## config.mk

```make
export PLATFORM = sky130hd
export DESIGN_NAME = ysyx_25060170_seq
export DESIGN_NICKNAME = d
export VERILOG_FILES = /design/src/rtl/ysyx_25060170_pkg.sv /design/src/rtl/ysyx_25060170_wait_cnt.sv /design/src/rtl/ysyx_25060170_seq.sv
export SDC_FILE = /design/constraint.sdc
export NUM_CORES = 1
export LEC_CHECK = 0
export CELL_PAD_IN_SITES_DETAIL_PLACEMENT = 1
export CELL_PAD_IN_SITES_GLOBAL_PLACEMENT = 2
export CORE_ASPECT_RATIO = 1.4
export CORE_MARGIN = 2
export CORE_UTILIZATION = 18
export CTS_CLUSTER_SIZE = 24
export DETAILED_ROUTE_END_ITERATION = 16
export PLACE_DENSITY_LB_ADDON = 0.25
export SYNTH_ARGS = -nofsm -noshare
export SYNTH_HDL_FRONTEND = slang
export SYNTH_HIERARCHICAL = 1
export SYNTH_SLANG_ARGS = --single-unit
```

## constraint.sdc

```tcl
create_clock -name clk -period 2.17 [get_ports clk]
set_input_delay 0.434 -clock clk [delete_from_list [all_inputs] [get_ports clk]]
set_output_delay 0.434 -clock clk [all_outputs]
set_load 0.01 [all_outputs]
```

## src/rtl/ysyx_25060170_pkg.sv

```systemverilog
// ---------------------------------------------------------------------------
// ysyx_25060170_pkg
// Shared definitions for the ysyx_25060170 multi-cycle sequencer:
//   - seq_state_e     : sequencer state encoding (also exported on state_o)
//   - TIMEOUT_DEFAULT : default handshake wait limit in cycles
//   - cnt_width()     : bits needed to hold a wait count up to a given limit
// ---------------------------------------------------------------------------
package ysyx_25060170_pkg;

    typedef enum logic [2:0] {
        ST_IDLE   = 3'd0,
        ST_FETCH  = 3'd1,
        ST_DECODE = 3'd2,
        ST_EXEC   = 3'd3,
        ST_MEM    = 3'd4,
        ST_WB     = 3'd5,
        ST_HALT   = 3'd6,
        ST_ERR    = 3'd7
    } seq_state_e;

    localparam int unsigned TIMEOUT_DEFAULT = 255;

    // Width of a counter that must be able to hold the value 'limit'.
    function automatic int unsigned cnt_width(input int unsigned limit);
        return (limit < 1) ? 1 : $clog2(limit + 1);
    endfunction

endpackage

```

## src/rtl/ysyx_25060170_wait_cnt.sv

```systemverilog
// ---------------------------------------------------------------------------
// ysyx_25060170_wait_cnt
// Clearable saturating wait counter with a limit flag. Counts the cycles a
// handshake has been waiting; 'last' marks the LIMIT-th waiting cycle, i.e.
// the final cycle in which a valid may still arrive before a timeout.
//
// Parameters:
//   LIMIT : number of waiting cycles allowed (>= 1)
// Ports:
//   clk   in  1  clock, rising edge
//   rst   in  1  synchronous active-high reset
//   clr   in  1  synchronous clear (held while not waiting)
//   en    in  1  count this cycle as a waiting cycle
//   last  out 1  this waiting cycle is the LIMIT-th one
// ---------------------------------------------------------------------------
module ysyx_25060170_wait_cnt
    import ysyx_25060170_pkg::*;
#(
    parameter int unsigned LIMIT = TIMEOUT_DEFAULT
) (
    input  logic clk,
    input  logic rst,
    input  logic clr,
    input  logic en,
    output logic last
);

    localparam int unsigned W        = cnt_width(LIMIT);
    localparam int unsigned LAST_IDX = (LIMIT > 0) ? LIMIT - 1 : 0;
    localparam logic [W-1:0] CNT_LAST = W'(LAST_IDX);
    localparam logic [W-1:0] CNT_MAX  = W'(LIMIT);

    logic [W-1:0] count;

    // NOTE: sequential state is updated with non-blocking assignments so every
    // register samples pre-edge values regardless of block evaluation order.
    always_ff @(posedge clk) begin
        if (rst || clr) begin
            count <= '0;
        end else if (en && (count != CNT_MAX)) begin
            count <= count + W'(1);
        end
    end

    // count holds the number of waiting cycles already elapsed, so the
    // current cycle is the LIMIT-th one when count == LIMIT-1.
    assign last = en && (count >= CNT_LAST);

endmodule

```

## src/rtl/ysyx_25060170_seq.sv

```systemverilog
// ---------------------------------------------------------------------------
// ysyx_25060170_seq
// Multi-cycle processor sequencer: IDLE -> FETCH -> DECODE -> EXEC ->
// [MEM] -> WB -> FETCH ..., with absorbing HALT (ebreak) and ERR (handshake
// timeout) states. All outputs are Moore-decoded from the state register.
//
// Configuration macro:
//   YSYX_25060170_SEQ_PERF_EN  defined   -> cycle/instret counters present
//                              undefined -> cycle_o and instret_o tied to 0
//
// Parameters:
//   TIMEOUT      max waiting cycles in FETCH or MEM before ERR
// Ports:
//   clk          in   1  clock, rising edge
//   rst          in   1  synchronous active-high reset
//   run_i        in   1  start permission, sampled in IDLE
//   ifu_valid_i  in   1  fetched instruction available (FETCH)
//   is_mem_i     in   1  instruction is load/store (sampled in DECODE)
//   ebreak_i     in   1  instruction is ebreak (sampled in DECODE)
//   lsu_valid_i  in   1  memory access complete (MEM)
//   ifu_req_o    out  1  fetch request
//   idu_en_o     out  1  decode register enable
//   exu_en_o     out  1  EXU result register enable
//   lsu_req_o    out  1  memory request
//   wb_en_o      out  1  register-file write enable
//   pc_we_o      out  1  PC update strobe
//   halt_o       out  1  ebreak reached (sticky until rst)
//   err_o        out  1  handshake timeout (sticky until rst)
//   state_o      out  3  current state encoding
//   cycle_o      out 32  cycles spent outside IDLE/HALT/ERR
//   instret_o    out 32  retired instruction count
// ---------------------------------------------------------------------------
module ysyx_25060170_seq
    import ysyx_25060170_pkg::*;
#(
    parameter int unsigned TIMEOUT = TIMEOUT_DEFAULT
) (
    input  logic        clk,
    input  logic        rst,
    input  logic        run_i,
    input  logic        ifu_valid_i,
    input  logic        is_mem_i,
    input  logic        ebreak_i,
    input  logic        lsu_valid_i,
    output logic        ifu_req_o,
    output logic        idu_en_o,
    output logic        exu_en_o,
    output logic        lsu_req_o,
    output logic        wb_en_o,
    output logic        pc_we_o,
    output logic        halt_o,
    output logic        err_o,
    output logic [2:0]  state_o,
    output logic [31:0] cycle_o,
    output logic [31:0] instret_o
);

    seq_state_e state_q;
    seq_state_e state_d;
    logic       mem_q;      // is_mem_i captured in DECODE, consumed in EXEC
    logic       waiting;
    logic       wait_last;

    // ------------------------------------------------------------------
    // State register and decode-time capture
    // ------------------------------------------------------------------
    always_ff @(posedge clk) begin
        if (rst) begin
            state_q <= ST_IDLE;
            mem_q   <= 1'b0;
        end else begin
            state_q <= state_d;
            if (state_q == ST_DECODE) begin
                mem_q <= is_mem_i;
            end
        end
    end

    // ------------------------------------------------------------------
    // Handshake timeout. The counter is held clear in every non-waiting
    // state, which clears it on entry to both FETCH and MEM.
    // ------------------------------------------------------------------
    assign waiting = (state_q == ST_FETCH) || (state_q == ST_MEM);

    ysyx_25060170_wait_cnt #(
        .LIMIT (TIMEOUT)
    ) u_wait_cnt (
        .clk  (clk),
        .rst  (rst),
        .clr  (!waiting),
        .en   (waiting),
        .last (wait_last)
    );

    // ------------------------------------------------------------------
    // Next-state logic. A valid arriving on the last allowed waiting cycle
    // is tested first, so it wins over the timeout.
    // ------------------------------------------------------------------
    always_comb begin
        // NOTE: a default at the top of every always_comb guarantees each path
        // assigns the variable, so no latch is inferred.
        state_d = state_q;
        case (state_q)
            ST_IDLE:   if (run_i) state_d = ST_FETCH;
            ST_FETCH: begin
                if (ifu_valid_i)    state_d = ST_DECODE;
                else if (wait_last) state_d = ST_ERR;
            end
            ST_DECODE: state_d = ebreak_i ? ST_HALT : ST_EXEC;
            ST_EXEC:   state_d = mem_q ? ST_MEM : ST_WB;
            ST_MEM: begin
                if (lsu_valid_i)    state_d = ST_WB;
                else if (wait_last) state_d = ST_ERR;
            end
            ST_WB:     state_d = ST_FETCH;
            ST_HALT:   state_d = ST_HALT;
            ST_ERR:    state_d = ST_ERR;
            default:   state_d = ST_IDLE;
        endcase
    end

    // ------------------------------------------------------------------
    // Moore outputs
    // ------------------------------------------------------------------
    assign ifu_req_o = (state_q == ST_FETCH);
    assign idu_en_o  = (state_q == ST_DECODE);
    assign exu_en_o  = (state_q == ST_EXEC);
    assign lsu_req_o = (state_q == ST_MEM);
    assign wb_en_o   = (state_q == ST_WB);
    assign pc_we_o   = (state_q == ST_WB);
    assign halt_o    = (state_q == ST_HALT);
    assign err_o     = (state_q == ST_ERR);
    assign state_o   = state_q;

    // ------------------------------------------------------------------
    // Performance counters
    // ------------------------------------------------------------------
`ifdef YSYX_25060170_SEQ_PERF_EN
    logic [31:0] cycle_q;
    logic [31:0] instret_q;
    logic        active;

    assign active = (state_q != ST_IDLE) && (state_q != ST_HALT) &&
                    (state_q != ST_ERR);

    // Both counters wrap naturally at 2^32.
    always_ff @(posedge clk) begin
        if (rst) begin
            cycle_q   <= '0;
            instret_q <= '0;
        end else begin
            if (active) begin
                cycle_q <= cycle_q + 32'd1;
            end
            if (state_q == ST_WB) begin
                instret_q <= instret_q + 32'd1;
            end
        end
    end

    assign cycle_o   = cycle_q;
    assign instret_o = instret_q;
`else
    assign cycle_o   = '0;
    assign instret_o = '0;
`endif

endmodule
```

==> impl_metrics.ini, run 1 <==
[synth]
synth-seq-cells = 12
avgSynthCellArea_sq_um = 7.764
synth_top_area_share_pct = 39.04
synth-edff-count = 0
yosys_warnings = 6
synth_area_sq_mm = 0.001250
synth_cells = 161
yosysTopAreaCell = buf_4
synth_ff_type = dfxtp_1
yosysSeqAreaShare_pct = 19.22
yosysUniqueCellTypes = 41
synth_area_leaders = buf_4 (39%), dfxtp_1 (19%), nor2_1 (3.3%), nor3_1 (2.8%), mux2i_1 (2.4%)
synthArstFlopShare_pct = 0

[timing]
fin_crit_sh_pct = 94.18
rsz0062_at_grt = false
max_freq_mhz = 489.3
period_needed_ns = 2.044
setup_tns_ns = 0
report.final.slew_viol_count = 0
finalHoldViolCount = 0
final-setup-viol-count = 0
skew_ns = 0.001114

[floorplan]
fp.dieH_microns = 102.6
num_io_pins = 82
core_area_sq_mm = 0.006656
num_rows = 35
start_util_pct = 18.78
die_w_microns = 74.43
dieArea_sq_mm = 0.007637

[drt]
firstDrtPassIters = 2
routed_wl_microns = 2753
first_iter_violations = 16
drcViolationCount = 0
wl_per_cell_microns = 10.08
drtAntennaViolNets = 0
vias = 950
viasPerCell = 3.480

[final_layout]
finalInstanceArea_sq_mm = 0.001345
diodes = 0
drive_above_1_share_pct = 8.840
nets = 192
syn_to_final_growth_pct = 7.608
finalNonFillerCells = 273

[cts]
cts_root_buf = clkbuf_8
clk_latency_ns = 0.24
cts_buffer_depth = 2
clkSinkCount = 12
numCtsBuffers = 3
clk_transition_reported_paths_ns = 0.05
ctsHoldBuffers = 0
cts.htree.levels = 1
cts_tree = built

[setup_path]
end_kind = output port
worstPathArrival_ns = 1.61
rr_endpoint = state_o[0]$_SDFFE_PP0P_
rr_startpoint = state_o[2]$_SDFFE_PP0P_
r2r_cells = 8
reg2reg_slack_ns = 0.27
start_kind = flip-flop
cp_max_fo = 7
cp_data_required_time_ns = 1.74
critical_path_class = reg2out

[grt]
first_global_vias = 837
grt_first_pass_wirelength_microns = 4160
grt_usage_pct = 6.972
grt_max_degree = 13
antenna_found_initial = 0
grt.overflow.total = 0

[power]
p_sw_uw = 178.5
comb_power_share_pct = 23.4
ir_drop_v = 0.0001366
internal_power_uw = 388.0
p_leak_uw = 0.0005909
powerDensity_mw_per_mm2 = 421.2
swShare_pct = 31.50
p_seq_share_pct = 40.9
power_frac_clock_pct = 35.8

[place]
place.gp.congestion = 0.6906
placed_area_sq_mm = 0.001300
place_hpwl_microns = 2272
io_buffers = 17
place_inst = 270

[hold_path]
min_from = mem_q$_SDFFE_PP0N_
hold_class = reg2reg
min_path_cells = 2
min_to = mem_q$_SDFFE_PP0N_

[flow_run]
cap_violations = 0

[status]
outcome = finished clean
==> Yosys cell counts (2+ instances only) <==
master	n
o21ai_0	3
a21oi_1	3
dfxtp_1	12
buf_2	2
a32oi_1	2
nand2_1	8
ha_1	2
a31oi_1	3
nor3_1	7
inv_1	6
a211oi_1	2
nand2b_1	2
mux2i_1	3
nand3_1	5
buf_4	65
nor2_1	11
==> worst max path at each step <==
stage | from | endpoint | slack (ns) | cells after the start
CTS | state_o[0]$_SDFFE_PP0P_ | lsu_req_o | 0.03 | 4
floorplan | state_o[2]$_SDFFE_PP0P_ | u_wait_cnt/count[7]$_SDFFE_PP0P_ | 0.26 | 6
finish | state_o[0]$_SDFFE_PP0P_ | exu_en_o | 0.13 | 4
detailed placement | state_o[2]$_SDFFE_PP0P_ | state_o[0]$_SDFFE_PP0P_ | 0.15 | 8
global route | state_o[1]$_SDFFE_PP0P_ | halt_o | 0.005 | 3
global placement | state_o[2]$_SDFFE_PP0P_ | state_o[0]$_SDFFE_PP0P_ | 0.23 | 8
==> kinds of logic after synthesis <==
| group | synth area share [%] |
|---|---|
| buf+inv | 42.54 |
| simple gates | 22.32 |
| compound gates | 10.51 |
| flops | 19.22 |
| mux | 2.402 |
| fa+ha+maj | 2.002 |
| other cells | 0.3000 |
| xor+xnor | 0.7008 |
==> routing by layer <==
layer,wire (microns),share of wire (%),GRT usage [%]
met1,1131,41,8.240
met2,1361,49,12.19
met3,237,8.6,1.271
met4,22,0.80,2.885
met5,0,0,0
==> sequential cells by signal (all words and copies together), names as in the netlist <==
name	cells
u_wait_cnt/count	8
mem_q	1
state_o	3
==> area by class of cell <==
type | instances | area, sq um
clock buffers | 3 | 41.29
fillers | 861 | 5311
inverters | 6 | 22.52
multi-input cells | 138 | 714.4
flip-flops and latches | 12 | 241.5
well taps | 92 | 115.1
repair buffers | 22 | 210.2
==> power by group through the flow <==
stage	Combinational [uW]	Sequential, uW	Clock (uW)
floorplan	177	234	0
global placement	130	236	0
detailed placement	131	236	0
CTS	131	232	221
global route	148	233	227
finish	132	232	203
==> metrics by stage <==
step / power [uW] / utilization (%) / hold slack [ns] / setup WS (ns)
finish: 566.5 / 20.21 / 0.5166 / 0.1264
global route: 607.1 / 20.21 / 0.5797 / 0.005316
CTS: 583.8 / 20.17 / 0.5269 / 0.03351
detailed placement: 367.4 / 19.53 / 0.5104 / 0.1543
global placement: 366.8 / 19.53 / 0.4934 / 0.2307
floorplan: 410.9 / - / 0.4611 / 0.2641
==> timing repair <==
item,in CTS,in global routing
hold endpoints to repair,0,0
gates resized for setup,1,1
endpoints found under the setup margin,1,1
buffers inserted,0,0
==> cell usage in the layout (no fill, tap or decap), drive strengths merged, types with 4 or more instances in the layout <==
master / n
conb: 64
nand2: 8
dfxtp: 12
nor2: 11
nand3: 6
o21ai: 4
inv: 6
nor3: 8
clkdlybuf4s50: 16
buf: 5
==> worst max-delay path, stage by stage (launching register included) <==
cell	delay, ns
dfxtp_1	0.44
buf_4	0.19
nand2_1	0.10
nor2_1	0.10
clkdlybuf4s50_1	0.54
(Power assumes the default switching activity.)
==> run 2, diff against run 1 <==
Settings changed: CTS_CLUSTER_SIZE 24 to 20.
==> results of run 2 <==
Same layout as run 1: the final DEF is identical, and so are final timing and power.
